[src/rtl/transmitter_pkg.sv]
// transmitter_pkg -- shared frame constants and FSM state type.
//   Used by transmitter, tx_frame_mux and the matching receiver.
//   FRAME_LEN : bytes per frame
//   IDX_W     : width of the byte index within a frame
//   PREFIX    : 0xAA, the receiver's lead-in byte (closes a transmitted frame)
//   SUFFIX    : 0x55, the receiver's trailer byte (opens a transmitted frame)
//   tx_state_e: IDLE / WAIT_SPACE / SEND
// Optional feature macro: TX_CHECKSUM_EN (adds frame_checksum helper).
package transmitter_pkg;

    localparam int unsigned FRAME_LEN = 8;
    localparam int unsigned IDX_W     = 3;

    localparam logic [7:0] PREFIX = 8'hAA;
    localparam logic [7:0] SUFFIX = 8'h55;

    typedef enum logic [1:0] {
        IDLE       = 2'd0,
        WAIT_SPACE = 2'd1,
        SEND       = 2'd2
    } tx_state_e;

`ifdef TX_CHECKSUM_EN
    // XOR of the code byte and the four payload bytes.
    function automatic logic [7:0] frame_checksum(input logic [7:0]  code,
                                                  input logic [31:0] data);
        return code ^ data[7:0] ^ data[15:8] ^ data[23:16] ^ data[31:24];
    endfunction
`endif

endpackage

[src/rtl/transmitter_frame_mux.sv]
// tx_frame_mux -- selects the byte of the latched frame at a given index.
//   idx_i  : byte index 0..7 within the frame
//   code_i : latched frame code byte
//   data_i : latched 32-bit payload
//   byte_o : frame byte at idx_i
// Byte order: 0x55, data[7:0], data[15:8], data[23:16], data[31:24],
//             code, TAIL, 0xAA.
// Macro TX_CHECKSUM_EN: TAIL = XOR of code and data bytes; otherwise 0x00.
module tx_frame_mux
    import transmitter_pkg::*;
(
    input  logic [IDX_W-1:0] idx_i,
    input  logic [7:0]       code_i,
    input  logic [31:0]      data_i,
    output logic [7:0]       byte_o
);

    logic [7:0] tail;

`ifdef TX_CHECKSUM_EN
    assign tail = frame_checksum(code_i, data_i);
`else
    assign tail = 8'h00;
`endif

    // A transmitted frame opens with SUFFIX and closes with PREFIX; the
    // names are the receiver's, which sees the stream from the other end.
    always_comb begin
        byte_o = 8'h00;
        unique case (idx_i)
            3'd0: byte_o = SUFFIX;
            3'd1: byte_o = data_i[7:0];
            3'd2: byte_o = data_i[15:8];
            3'd3: byte_o = data_i[23:16];
            3'd4: byte_o = data_i[31:24];
            3'd5: byte_o = code_i;
            3'd6: byte_o = tail;
            3'd7: byte_o = PREFIX;
            default: byte_o = 8'h00;
        endcase
    end

endmodule

[src/rtl/transmitter.sv]
// transmitter -- serialises a response command into an 8-byte frame
// written into a TX FIFO.
//   clk          : clock, rising edge
//   rst          : asynchronous active-high reset
//   cmd_valid/cmd_ready/cmd_code/cmd_data : command handshake and payload
//   txfifo_load  : TX FIFO occupancy; a frame starts only with room for 8 bytes
//   txfifo_full  : TX FIFO cannot accept a byte this cycle
//   txfifo_wr    : write strobe, txfifo_data : byte written
//   busy         : state is not IDLE
//   frames_sent  : completed frames, modulo 2^16
// Macro TX_CHECKSUM_EN (in tx_frame_mux): checksum in the TAIL byte.
module transmitter
    import transmitter_pkg::*;
#(
    parameter int unsigned TX_FIFO_LOAD_W = 13,
    parameter int unsigned TX_FIFO_DEPTH  = 4096
) (
    input  logic                      clk,
    input  logic                      rst,
    input  logic                      cmd_valid,
    output logic                      cmd_ready,
    input  logic [7:0]                cmd_code,
    input  logic [31:0]               cmd_data,
    input  logic [TX_FIFO_LOAD_W-1:0] txfifo_load,
    input  logic                      txfifo_full,
    output logic                      txfifo_wr,
    output logic [7:0]                txfifo_data,
    output logic                      busy,
    output logic [15:0]               frames_sent
);

    localparam logic [TX_FIFO_LOAD_W-1:0] SPACE_LIMIT =
        TX_FIFO_LOAD_W'(TX_FIFO_DEPTH - FRAME_LEN);
    localparam logic [IDX_W-1:0] LAST_IDX = IDX_W'(FRAME_LEN - 1);

    tx_state_e        state_q, state_d;
    logic [IDX_W-1:0] idx_q, idx_d;
    logic [7:0]       code_q, code_d;
    logic [31:0]      data_q, data_d;
    logic [15:0]      frames_sent_q, frames_sent_d;
    logic             frame_done;
    logic             accept;
    logic [7:0]       mux_byte;

    // cmd_ready is gated by rst so it stays low for the whole reset pulse.
    assign cmd_ready     = (state_q == IDLE) && !rst;
    assign accept        = cmd_valid && cmd_ready;
    assign txfifo_wr     = (state_q == SEND) && !txfifo_full;
    assign busy          = (state_q != IDLE);
    assign frames_sent   = frames_sent_q;
    assign frames_sent_d = frames_sent_q + 16'd1;
    // Outside SEND the data bus idles at zero.
    assign txfifo_data   = (state_q == SEND) ? mux_byte : 8'h00;

    tx_frame_mux u_frame_mux (
        .idx_i  (idx_q),
        .code_i (code_q),
        .data_i (data_q),
        .byte_o (mux_byte)
    );

    always_comb begin
        state_d    = state_q;
        idx_d      = idx_q;
        code_d     = code_q;
        data_d     = data_q;
        frame_done = 1'b0;
        unique case (state_q)
            IDLE: begin
                if (accept) begin
                    code_d  = cmd_code;
                    data_d  = cmd_data;
                    idx_d   = '0;
                    state_d = WAIT_SPACE;
                end
            end
            WAIT_SPACE: begin
                if (txfifo_load <= SPACE_LIMIT) begin
                    state_d = SEND;
                end
            end
            SEND: begin
                if (txfifo_wr) begin
                    idx_d = idx_q + IDX_W'(1);
                    if (idx_q == LAST_IDX) begin
                        state_d    = IDLE;
                        frame_done = 1'b1;
                    end
                end
            end
            default: state_d = IDLE;
        endcase
    end

    always_ff @(posedge clk or posedge rst) begin
        if (rst) begin
            state_q       <= IDLE;
            idx_q         <= '0;
            code_q        <= '0;
            data_q        <= '0;
            frames_sent_q <= '0;
        end else begin
            state_q <= state_d;
            idx_q   <= idx_d;
            code_q  <= code_d;
            data_q  <= data_d;
            if (frame_done) begin
                frames_sent_q <= frames_sent_d;
            end
        end
    end

endmodule

[config.mk]
export PLATFORM = sky130hd
export DESIGN_NAME = transmitter
export DESIGN_NICKNAME = d
export VERILOG_FILES = /design/src/rtl/transmitter_pkg.sv /design/src/rtl/transmitter_frame_mux.sv /design/src/rtl/transmitter.sv
export SDC_FILE = /design/constraint.sdc
export NUM_CORES = 1
export LEC_CHECK = 0
export ABC_AREA = 1
export BUFFER_PORTS_ARGS = -buffer_cell sky130_fd_sc_hd__buf_2
export CAP_MARGIN = 20
export CORE_MARGIN = 3
export CORE_UTILIZATION = 37
export DETAILED_ROUTE_END_ITERATION = 6
export PLACE_DENSITY = 0.64
export SYNTH_ARGS = -nofsm -noshare
export SYNTH_HDL_FRONTEND = slang
export SYNTH_SLANG_ARGS = --single-unit
[constraint.sdc]
create_clock -name clk -period 3.71 [get_ports clk]
set_input_delay 0.371 -clock clk [delete_from_list [all_inputs] [get_ports clk]]
set_output_delay 0.371 -clock clk [all_outputs]
set_load 0.01 [all_outputs]
== Yosys cells after proc, flatten, opt, wreduce, memory -nomap -nowiden ==
Index checks and enable logic that the tools add are counted.

* Register bits after elaboration: 61
* Input bits: 57
* Output and inout bits: 27

* Add/subtract/negate cells: 2
* Magnitude comparators: 1
* Equality and inequality tests: 13
* Muxes and demuxes: 13
* Reductions and logical operators: 12

{| class="wikitable"
|+ Operators by type and width
! kind !! count
|-
| $pmux W8 S8 || 1
|-
| $add A16 B1 Y16 const B || 1
|-
| $le A13 B12 Y1 const B || 1
|-
| $eq A3 B3 Y1 const B || 4
|-
| $mux W2 || 4
|-
| $mux W8 || 1
|-
| $eq A3 B2 Y1 const B || 2
|-
| $mux W3 || 2
|-
| $ne A2 B2 Y1 const B || 3
|-
| $pmux W2 S3 || 1
|-
| $pmux W3 S2 || 1
|-
| $reduce_and A4 Y1 || 1
|-
| $reduce_bool A2 Y1 || 2
|-
| $add A3 B1 Y3 const B || 1
|-
| $eq A3 B1 Y1 const B || 1
|-
| $logic_and A1 B1 Y1 || 3
|-
| $logic_not A3 Y1 || 1
|-
| $mux W1 || 3
|-
| $reduce_and A3 Y1 || 1
|-
| $eq A2 B1 Y1 const B || 1
|-
| $eq A2 B2 Y1 const B || 1
|-
| $logic_not A1 Y1 || 2
|-
| $logic_not A2 Y1 || 1
|-
| $ne A2 B1 Y1 const B || 1
|-
| $reduce_and A2 Y1 || 1
|}

== Depth between registers and ports, before layout ==
Gate-level depths: netlist (run 1).

* Depth in word-level cells: 5
* Gate-level depth with buffers: 8
* Mapped depth without buffers: 8

== Cells and area by module ==
From an unflattened synthesis (run 1), not the netlist that was laid out.

* Cells, all modules: 452
* Area, all modules: 3301.9 um^2

{| class="wikitable"
|+ By module, submodules not included
! module !! instances !! cells each !! area an instance (um^2) !! sequential area each (um^2)
|-
| transmitter || 1 || 347 || 2821.5 || 1526.5
|-
| tx_frame_mux || 1 || 105 || 480.5 || 0.0
|}

== Worst setup path before layout (run 1) ==
OpenSTA, ideal clock, no wires.

* Path kind: flip-flop to output port
* Start: register idx_q[1]
* End: output txfifo_data[0]
* Data arrival time: 1280 ps
* Setup slack: 2059 ps
* Cell stages (with the launch flop): 6
* Cells stage by stage: dfrtp_1 > inv_1 > ha_1 > nor3_1 > a21oi_1 > a21oi_1

* Cells in the longest elaborated chain, start to end: 3
* Elaborated cells on any way between the ends: 10

{| class="wikitable"
|+ RTL lines
! what !! RTL line !! source
|-
| start, declared || transmitter.sv:37 || <nowiki>logic [IDX_W-1:0] idx_q, idx_d;</nowiki>
|-
| start signal, assigned || transmitter.sv:104 || <nowiki>idx_q <= idx_d;</nowiki>
|-
| $eq A3 B3 Y1, or another cell as far along || transmitter_frame_mux.sv:30 || <nowiki>unique case (idx_i)</nowiki>
|-
| $pmux W8 S8 (*) || transmitter_frame_mux.sv:30 ||
|-
| $mux W8 (*) || transmitter.sv:53 || <nowiki>assign txfifo_data = (state_q == SEND) ? mux_byte : 8'h00;</nowiki>
|-
| end, declared || transmitter.sv:27 || <nowiki>output logic [7:0] txfifo_data,</nowiki>
|}

Mark *: on every way between the ends. The rest lies on a longest branch, timed or not.

== Worst setup path after layout (run 1) ==
* Start: register idx_q[1]
* End: output txfifo_data[3]

Same word-level chain as after synthesis.

==> run summary, run 1 <==
pwr/cell area: 565 nW/um^2
number of standard cells after synthesis: 423
Critical Path End Type: output port
Initial Utilization: 38.6%
GR Overflow Total: 0
Critical Path Start: idx_q[1]
synthesized area per cell: 7.61 sq um
die area: 9860 sq um
Avg WL per Cell: 12.6 um
Slew HR: 37.0%
Clock Latency Late Sink: 0.34 ns
Hold Crit Class: in -> async
final setup fails: 0
CTS clk-pin slew, worst paths: 0.08 ns
Max Cap Viol: 0
hold-fix buffers at CTS: 0
critical path fanouts, max: 5
r2r startpoint: state_q[1]
critical path arrival: 1.99 ns
PortBufs: 83
Max Fclk: 0.423 GHz
DP Wirelength: 5780 um
first-pass GRT wire length: 13300 um
layout net count: 572
H-tree levels: 3
VDD IR-drop max: 0.240 mV
Die Y: 99.3 um
RSZ-0062 raised after global routing: no
initial antenna violation count: 0
FF+latch count, synth: 61
final wirelength: 7770 um
drt pass-1 iters: 4
largest net degree at the start of global routing: 54
setup TNS: 0 ns
row count: 33
Remaining DRCs: 0
CTS tree: yes
required time worst endpoint: 3.34 ns
ANT nets after route: 0
Final WS setup: 1.34 ns
DR vias: 2877
Max clock buf depth: 2
Layout Skew: 0.0147 ns
total I/O pin count: 84
number of global-route vias before repair: 2865
max-slew violations: 0
Die W: 99.3 um
Root Buffer: clkbuf_8
library cells used by synthesis: 29
Area Overhead vs Synth: 22.1%
layout cells sized above 1: 23.6%
P_leak: 2.18 nW
Ant. Diodes: 0
Setup CP Type: reg -> out
syn nets: 487
critical path startpoint category: flip-flop
DR vias/cell: 4.66
Hold Fails Final Rpt: 0
Post CTS Setup Buffer Count: 0
YS warnings: 0
core area: 8340 sq um
Seq/Total Area, Yosys: 47.4%
Design Power: 2.22 mW
1st-iter DRT viols: 124
worst slack at placement: 1.53 ns
TritonCTS buffer count: 9
synthesized cell area: 3220 sq um
min Tclk post-route: 2.37 ns
GRT Overall Usage: 16.7%
fin crit share: 63.8%
status: finished clean
Post-CTS Resized: 0
Sink Count: 61
RD Place Congestion: 0.830
worst slew pin tran: 0.942 ns
final hold slack: 0.0291 ns
==> per-layer routing <==
layer  GRT usage, %  vias to the layer above  wire [um]  share of wire [%]
met5              0                        -          0                  0
met4           4.62                        0         82                1.1
met3           4.56                        6        341                4.4
met2           26.9                       54       3710                 48
met1           22.3                     1310       3640                 47
li1               -                     1507          -                  -
==> where the power goes <==
group	internal [mW]	switching (mW)
registers	0.887	0.115
clock network	0.312	0.281
logic	0.225	0.401
total	1.42	0.797
==> synth_stat cells (all sizes together) <==
master	instances	area (sq um)
o22ai	3	18.8
dfrtp	61	1530
nor3	2	15.0
xor2	4	35.0
ha	7	87.6
or2	1	6.26
nand3b	2	15.0
nor2	50	234
nand2	156	608
nand4	5	31.3
nand3	39	200
a21oi	23	115
buf	10	61.3
o21ai	12	60.1
inv	40	150
a31oi	2	12.5
xnor2	4	35.0
clkbuf	2	7.51
==> cell usage in the layout (no fill, tap or decap) <==
master      count
a21oi_1        23
a31oi_1         2
buf_12          1
buf_2          83
buf_4           2
bufinv_16       1
clkbuf_8        9
clkinv_2        2
clkinv_4        2
clkinvlp_4      1
dfrtp_1        61
ha_1            7
inv_1          38
inv_2           2
inv_6           1
nand2_1       149
nand2_2         6
nand2_4         1
nand3_1        38
nand3_2         1
nand3b_1        2
nand4_1         5
nor2_1         43
nor2_2          3
nor2_4          3
nor2_8          1
nor3_1          1
nor3_2          1
o21ai_0        11
o21ai_1         1
o22ai_1         3
or2_2           1
xnor2_1         4
xor2_1          4
==> stage by stage <==
step | std cells | instance area (sq um) | util (%)
floorplan | 423 | 3220 | -
global placement | 601 | 3710 | 44.5
CTS | 617 | 3910 | 46.9
finish | 618 | 3930 | 47.1
global route | 618 | 3930 | 47.1
detailed placement | 601 | 3710 | 44.5
==> sequential cells by signal, indices dropped and copies added, names as in the netlist <==
register     cells
idx_q            3
state_q          2
frames_sent     16
data_q          32
code_q           8
==> worst paths after layout <==
check,cells past startpoint,end,slack (ns)
worst max-delay path,6,txfifo_data[3],1.34
worst max register to register,7,idx_q[2],1.53
worst min-delay path,2,data_q[15],0.03
min in group clk,3,data_q[8],0.25
worst min register to register,2,code_q[4],0.47
max in group asynchronous,4,data_q[9],2.91
==> kinds of logic (layout without fill, tap and decap cells) <==
| kind of cell | Yosys count | count (layout) | share of synthesized area (%) |
|---|---|---|---|
| AND/OR/NAND/NOR | 255 | 255 | 34.5 |
| XOR/XNOR | 8 | 8 | 2.18 |
| AO/OA/AOI/OAI | 40 | 40 | 6.41 |
| flip-flops | 61 | 61 | 47.4 |
| buffers and inverters | 52 | 142 | 6.80 |
| adder cells (fa/ha/maj) | 7 | 7 | 2.72 |
==> cell type report <==
cell class                      instances  area (sq um)
Tap cell                              105           131
Inverter                               40           150
Multi-Input combinational cell        310          1470
Clock inverter                          7          73.8
Sequential cell                        61          1530
Fill cell                             855          4410
Clock buffer                            9           124
Timing Repair Buffer                   86           450
==> worst max-delay path, cell delays in order (launching register included) <==
cell and delay (ns):
dfrtp_1 0.41, inv_1 0.09, ha_1 0.21, nor3_1 0.47
or2_2 0.25, a31oi_1 0.07, buf_2 0.16
No activity file was read; power rests on OpenSTA's default activity.
==> run 2: changes to the inputs <==
--- a/config.mk
+++ b/config.mk
@@ -11,7 +11,7 @@
 export CORE_MARGIN = 3
 export CORE_UTILIZATION = 37
 export DETAILED_ROUTE_END_ITERATION = 6
-export PLACE_DENSITY = 0.64
+export PLACE_DENSITY = 0.67
 export SYNTH_ARGS = -nofsm -noshare
 export SYNTH_HDL_FRONTEND = slang
 export SYNTH_SLANG_ARGS = --single-unit
==> constraint.sdc (replaced) <==
create_clock -name clk -period 2 [get_ports clk]
set_input_delay 0.2 -clock clk [delete_from_list [all_inputs] [get_ports clk]]
set_output_delay 0.2 -clock clk [all_outputs]
set_load 0.01 [all_outputs]
==> run summary, run 2 (same netlist as run 1, synthesis figures left out) <==
RSZ-0062 raised after global routing: yes
initial antenna violation count: 0
VDD IR-drop max: 0.536 mV
CTS tree: yes
Slew HR: 62.0%
DP Wirelength: 6010 um
Top reg by flops: data_q
DR vias/cell: 4.77
max reg flops: 32
status: finished clean
commonest non-fill, non-tap cell in the layout: nand2_1
RD Place Congestion: 0.781
Max Fclk: 0.507 GHz
Layout Skew: 0.0152 ns
H-tree levels: 3
Setup CP Type: reg -> out
ANT nets after route: 0
Critical Path Start: idx_q[1]
Initial Utilization: 38.6%
PortBufs: 83
routing usage on met3: 3.65%
layout cells sized above 1: 31.5%
global-route met1 utilization: 21.3%
fin crit share: 98.7%
Slowest-stage cell, CP: dfrtp_1
critical path cell sequence: inv_2 -> ha_4 -> nand2_4 -> inv_4 -> nand2_1 -> o21ai_1 -> nor2_1 -> a21oi_2 -> buf_2
hold path start: cmd_data[5]
Remaining DRCs: 0
worst slew pin tran: 0.569 ns
Clock Latency Late Sink: 0.34 ns
drt pass-1 iters: 5
die area: 9860 sq um
1st-iter DRT viols: 132
met2 Use GR: 29.4%
TritonCTS buffer count: 9
DR vias: 2986
P_leak: 2.26 nW
largest net degree at the start of global routing: 52
Design Power: 4.63 mW
row count: 33
r2r startpoint: idx_q[1]
FILL cells: 819
Sink Count: 61
pwr/cell area: 1100 nW/um^2
Top Usage Layer GRT: met2
critical path fanouts, max: 5
Hold Crit Class: in -> reg
Avg WL per Cell: 13.1 um
Ant. Diodes: 0
GRT Overall Usage: 16.9%
critical path startpoint category: flip-flop
min Tclk post-route: 1.97 ns
GR Overflow Total: 0
slowest stage delay, CP: 0.41 ns
core area: 8340 sq um
Die W: 99.3 um
Area Overhead vs Synth: 30.8%
Final WS setup: 0.0266 ns
Hold Fails Final Rpt: 0
final wirelength: 8220 um
Critical Path End Type: output port
max-slew violations: 0
first-pass GRT wire length: 13500 um
total I/O pin count: 84
Max Cap Viol: 0
critical path arrival: 1.77 ns
Max clock buf depth: 2
required time worst endpoint: 1.80 ns
final setup fails: 0
number of global-route vias before repair: 2954
Root Buffer: clkbuf_8
worst slack at placement: 0.232 ns
CTS clk-pin slew, worst paths: 0.08 ns
layout net count: 580
Die Y: 99.3 um
most frequent cells in the layout: nand2_1 (142), buf_2 (83), dfrtp_1 (59)
run 2: cell count changes in the layout (fill, tap and decap cells not counted), moves of 5 or more:
cell / before / now
buf_4: 2 / 9
ha_1: 7 / 1
ha_4: 0 / 5
inv_1: 38 / 31
nand2_1: 149 / 142
o21ai_0: 11 / 6
run 2: critical path: cells and delay by family, from the launching register on:
| family | cells | cell delay, ns |
|---|---|---|
| flops | 1 | 0.41 |
| buf+inv | 3 | 0.36 |
| compound gates | 2 | 0.25 |
| simple gates | 3 | 0.21 |
| fa+ha+maj | 1 | 0.20 |
run 2: cell type report:
type	instances	area, sq um	share of cell area, %
clock buffers	9	124	2.94
clock inverters	7	98.8	2.35
inverters	40	163	3.86
well taps	105	131	3.12
flip-flops and latches	61	1530	36.3
multi-input cells	310	1660	39.4
repair buffers	94	504	12.0
run 2: path summary, 6_finish.rpt:
path                                   end  slack (ns)  depth (start not counted)
max                         txfifo_data[2]        0.03                          9
max reg2reg                frames_sent[10]        0.37                          9
min reg2reg                      code_q[0]        0.48                          2
min                              data_q[5]        0.09                          3
min in group asynchronous       data_q[23]        0.50                          3
max in group asynchronous       data_q[11]        0.80                          4
run 2: where the power goes:
group	internal [mW]	switching (mW)
Combinational	0.584	0.907
Clock	0.708	0.524
Sequential	1.65	0.253
Total	2.94	1.68
run 2: metal layers:
metal | share of wire [%] | vias up
met3 | 3.6 | 13
met1 | 43 | 1399
li1 | - | 1519
met5 | 0 | -
met2 | 51 | 55
met4 | 1.9 | 0
run 2: timing repair:
item / in CTS / in global routing
hold buffers: 1 / 0
setup buffers: 2 / 3
endpoints found under the hold margin: 24 / 0
endpoints found under the setup margin: 8 / 8
resized for setup: 15 / 45
pin swaps: 0 / 12
run 2: per-stage QoR:
step                      hold WS [ns]  utilization, %  instance area (sq um)  setup TNS (ns)  instances
after floorplan                  0.345               -                   3220               0        423
after global placement           0.310            44.9                   3740               0        605
after detailed placement         0.317            44.9                   3740               0        605
after CTS                       0.0795            48.4                   4040               0        624
after global routing            0.0905            50.5                   4210          -0.371        626
final                           0.0866            50.5                   4210               0        626
==> run 3: changes to the inputs <==
--- a/config.mk
+++ b/config.mk
@@ -11,7 +11,8 @@
 export CORE_MARGIN = 3
 export CORE_UTILIZATION = 37
 export DETAILED_ROUTE_END_ITERATION = 6
-export PLACE_DENSITY = 0.67
+export PLACE_DENSITY = 0.64
 export SYNTH_ARGS = -nofsm -noshare
 export SYNTH_HDL_FRONTEND = slang
+export SYNTH_HIERARCHICAL = 1
 export SYNTH_SLANG_ARGS = --single-unit
==> constraint.sdc (replaced) <==
create_clock -name clk -period 1.92 [get_ports clk]
set_input_delay 0.192 -clock clk [delete_from_list [all_inputs] [get_ports clk]]
set_output_delay 0.192 -clock clk [all_outputs]
set_load 0.01 [all_outputs]
==> run summary, run 3 <==
WP buf/inv: 3
Max clock buf depth: 2
TritonCTS buffer count: 9
main flop type after synthesis: dfrtp_1
RD Place Congestion: 0.868
YS warnings: 6
most common cell in the netlist: nand2_1
H-tree levels: 3
PortBufs: 83
Seq/Total Area, Yosys: 46.2%
Sink Count: 61
Clock Latency Late Sink: 0.35 ns
area leader, netlist: dfrtp_1
Int Power: 3.14 mW
clock power share: 29.5%
top cell type's share of synthesized area: 46.2%
critical path startpoint category: flip-flop
Remaining DRCs: 0
ANT nets after route: 0
Max Fclk: 0.520 GHz
total I/O pin count: 84
Seq pwr share: 41.8%
most frequent cells in the layout: nand2_1 (195), buf_2 (83), dfrtp_1 (59)
Area Overhead vs Synth: 27.7%
NetSw: 1.65 mW
most frequent cells after synthesis: nand2_1 (197), dfrtp_1 (61), nor2_1 (51)
VDD IR-drop max: 0.425 mV
Hold Fails Final Rpt: 0
DP Wirelength: 6060 um
max-slew violations: 0
first-pass GRT wire length: 14000 um
Root Buffer: clkbuf_8
commonest non-fill, non-tap cell in the layout: nand2_1
layout cells sized above 1: 26.2%
drt pass-1 iters: 5
critical path fanouts, max: 8
number of global-route vias before repair: 2916
DP Cell Count: 631
RSZ-0062 raised after global routing: yes
number of standard cells after synthesis: 452
Avg WL per Cell: 13.0 um
pwr/cell area: 1140 nW/um^2
final wirelength: 8500 um
1st-iter DRT viols: 102
die area: 10100 sq um
CTS clk-pin slew, worst paths: 0.08 ns
Top reg by flops: data_q
Sw Share: 34.5%
Die W: 100 um
synthesized area per cell: 7.31 sq um
EDFF count, synth: 0
critical path cell sequence: buf_12 -> nor2_4 -> nand2_1 -> nor2_2 -> nor2_1 -> nand2_1 -> inv_1 -> nor2_1 -> buf_2
row count: 33
Synth area leaders: dfrtp_1 (46%), nand2_1 (22%), nor2_1 (5.8%)
combinational fraction of design power: 28.7%
failing checks: negative setup slack
Setup CP Type: reg -> out
final setup fails: 2
Slowest-stage cell, CP: dfrtp_2
fin crit share: 100%
layout net count: 605
DR vias/cell: 4.81
GR Overflow Total: 0
P_leak: 2.37 nW
synthesized cell area: 3300 sq um
CTS tree: yes
status: finished with violations
slowest stage delay, CP: 0.43 ns
setup TNS: -0.00457 ns
Hold Crit Class: in -> reg
Max Cap Viol: 0
required time worst endpoint: 1.73 ns
Post-Route Utilization: 50.0%
GRT Overall Usage: 17.4%
Final WS setup: -0.00377 ns
Slew HR: 71.7%
max reg flops: 32
min Tclk post-route: 1.92 ns
syn nets: 512
fin cells: 655
library cells used by synthesis: 26
async set or reset register ratio after synthesis: 100%
worst slew pin tran: 0.423 ns
Die Y: 100 um
Layout Skew: 0.0106 ns
FF+latch count, synth: 61
core area: 8420 sq um
Ant. Diodes: 0
Initial Utilization: 39.2%
largest net degree at the start of global routing: 41
critical path arrival: 1.73 ns
DR vias: 3151
Top delay family on crit path: simple AND/OR/NAND/NOR gates
initial antenna violation count: 0
Critical Path End Type: output port
## run 3: changes by cell type in the layout (fill, tap and decap cells not counted), moves of 5 or more
cell and change:
nand3_1 -22, o21ai_0 +7, nor2_1 +8, xor2_1 +5, ha_4 -5, a21oi_1 -19, nand2_1 +53, nand4_1 +14
nand2_2 -6, inv_1 +7
## run 3: worst paths after layout
kind | startpoint | endpoint | slack [ns] | cells after the start
min | cmd_data[11] | data_q[11] | 0.03 | 3
max | idx_q[0] | txfifo_data[6] | -0.004 | 9
min in group asynchronous | rst | frames_sent[3] | 0.43 | 3
max reg2reg | idx_q[0] | frames_sent[7] | 0.18 | 8
max in group asynchronous | rst | code_q[3] | 0.91 | 4
min reg2reg | data_q[10] | data_q[10] | 0.48 | 2
## run 3: per-stage QoR
stage	hold WS (ns)	power [mW]	setup WS, ns	area (sq um)
CTS	0.0174	4.70	0.0121	4120
finish	0.0272	4.80	-0.00377	4220
global placement	0.245	3.16	0.239	3810
detailed placement	0.247	3.19	0.187	3810
global route	0.0185	5.14	-0.137	4220
floorplan	0.302	2.79	0.215	3300
## run 3: routing by layer
| layer | vias to the layer above | track usage (%) | share of wire (%) |
|---|---|---|---|
| met2 | 89 | 27.5 | 47 |
| met4 | 0 | 5.18 | 1.0 |
| li1 | 1579 | - | - |
| met3 | 9 | 3.88 | 6.0 |
| met1 | 1474 | 24.1 | 46 |
| met5 | - | 0 | 0 |
## run 3: layout make-up
type | count | area, sq um
timing repair buffer | 98 | 584
clock buffer | 9 | 124
tap | 105 | 131
inverter | 45 | 174
fill | 854 | 4210
clock inverter | 7 | 124
sequential | 61 | 1530
multi-input combinational | 330 | 1550
## run 3: cells by family after synthesis
group / count (synthesis) / share of synthesized area (%)
DFF: 61 / 46.2
AOI/OAI and AO/OA: 15 / 2.39
buffers and inverters: 61 / 8.83
adders and majority gates: 3 / 1.14
and+or+nand+nor: 301 / 38.5
xor gates and xnor gates: 11 / 2.92
## run 3: timing repair
| action | in CTS | in global routing |
|---|---|---|
| endpoints found under the hold margin | 16 | 0 |
| cloned | 0 | 1 |
| hold buffers | 1 | 0 |
| endpoints found under the setup margin | 8 | 10 |
| buffers inserted | 3 | 3 |
| resized for setup | 8 | 14 |
| pin swaps | 1 | 6 |
## run 3: tightest hold or removal path, delay by kind of cell
family / cells / cell delay [ns]
buffers and inverters: 1 / 0.07
and+or+nand+nor: 2 / 0.08
## run 3: power groups by stage
stage          clock network (mW)  logic, mW  registers [mW]
2_1_floorplan                   0      0.875            1.91
3_3_place_gp                    0       1.15            2.01
3_5_place_dp                    0       1.18            2.01
4_1_cts                      1.44       1.27            1.99
5_1_grt                      1.51       1.58            2.05
6_report                     1.41       1.38            2.01
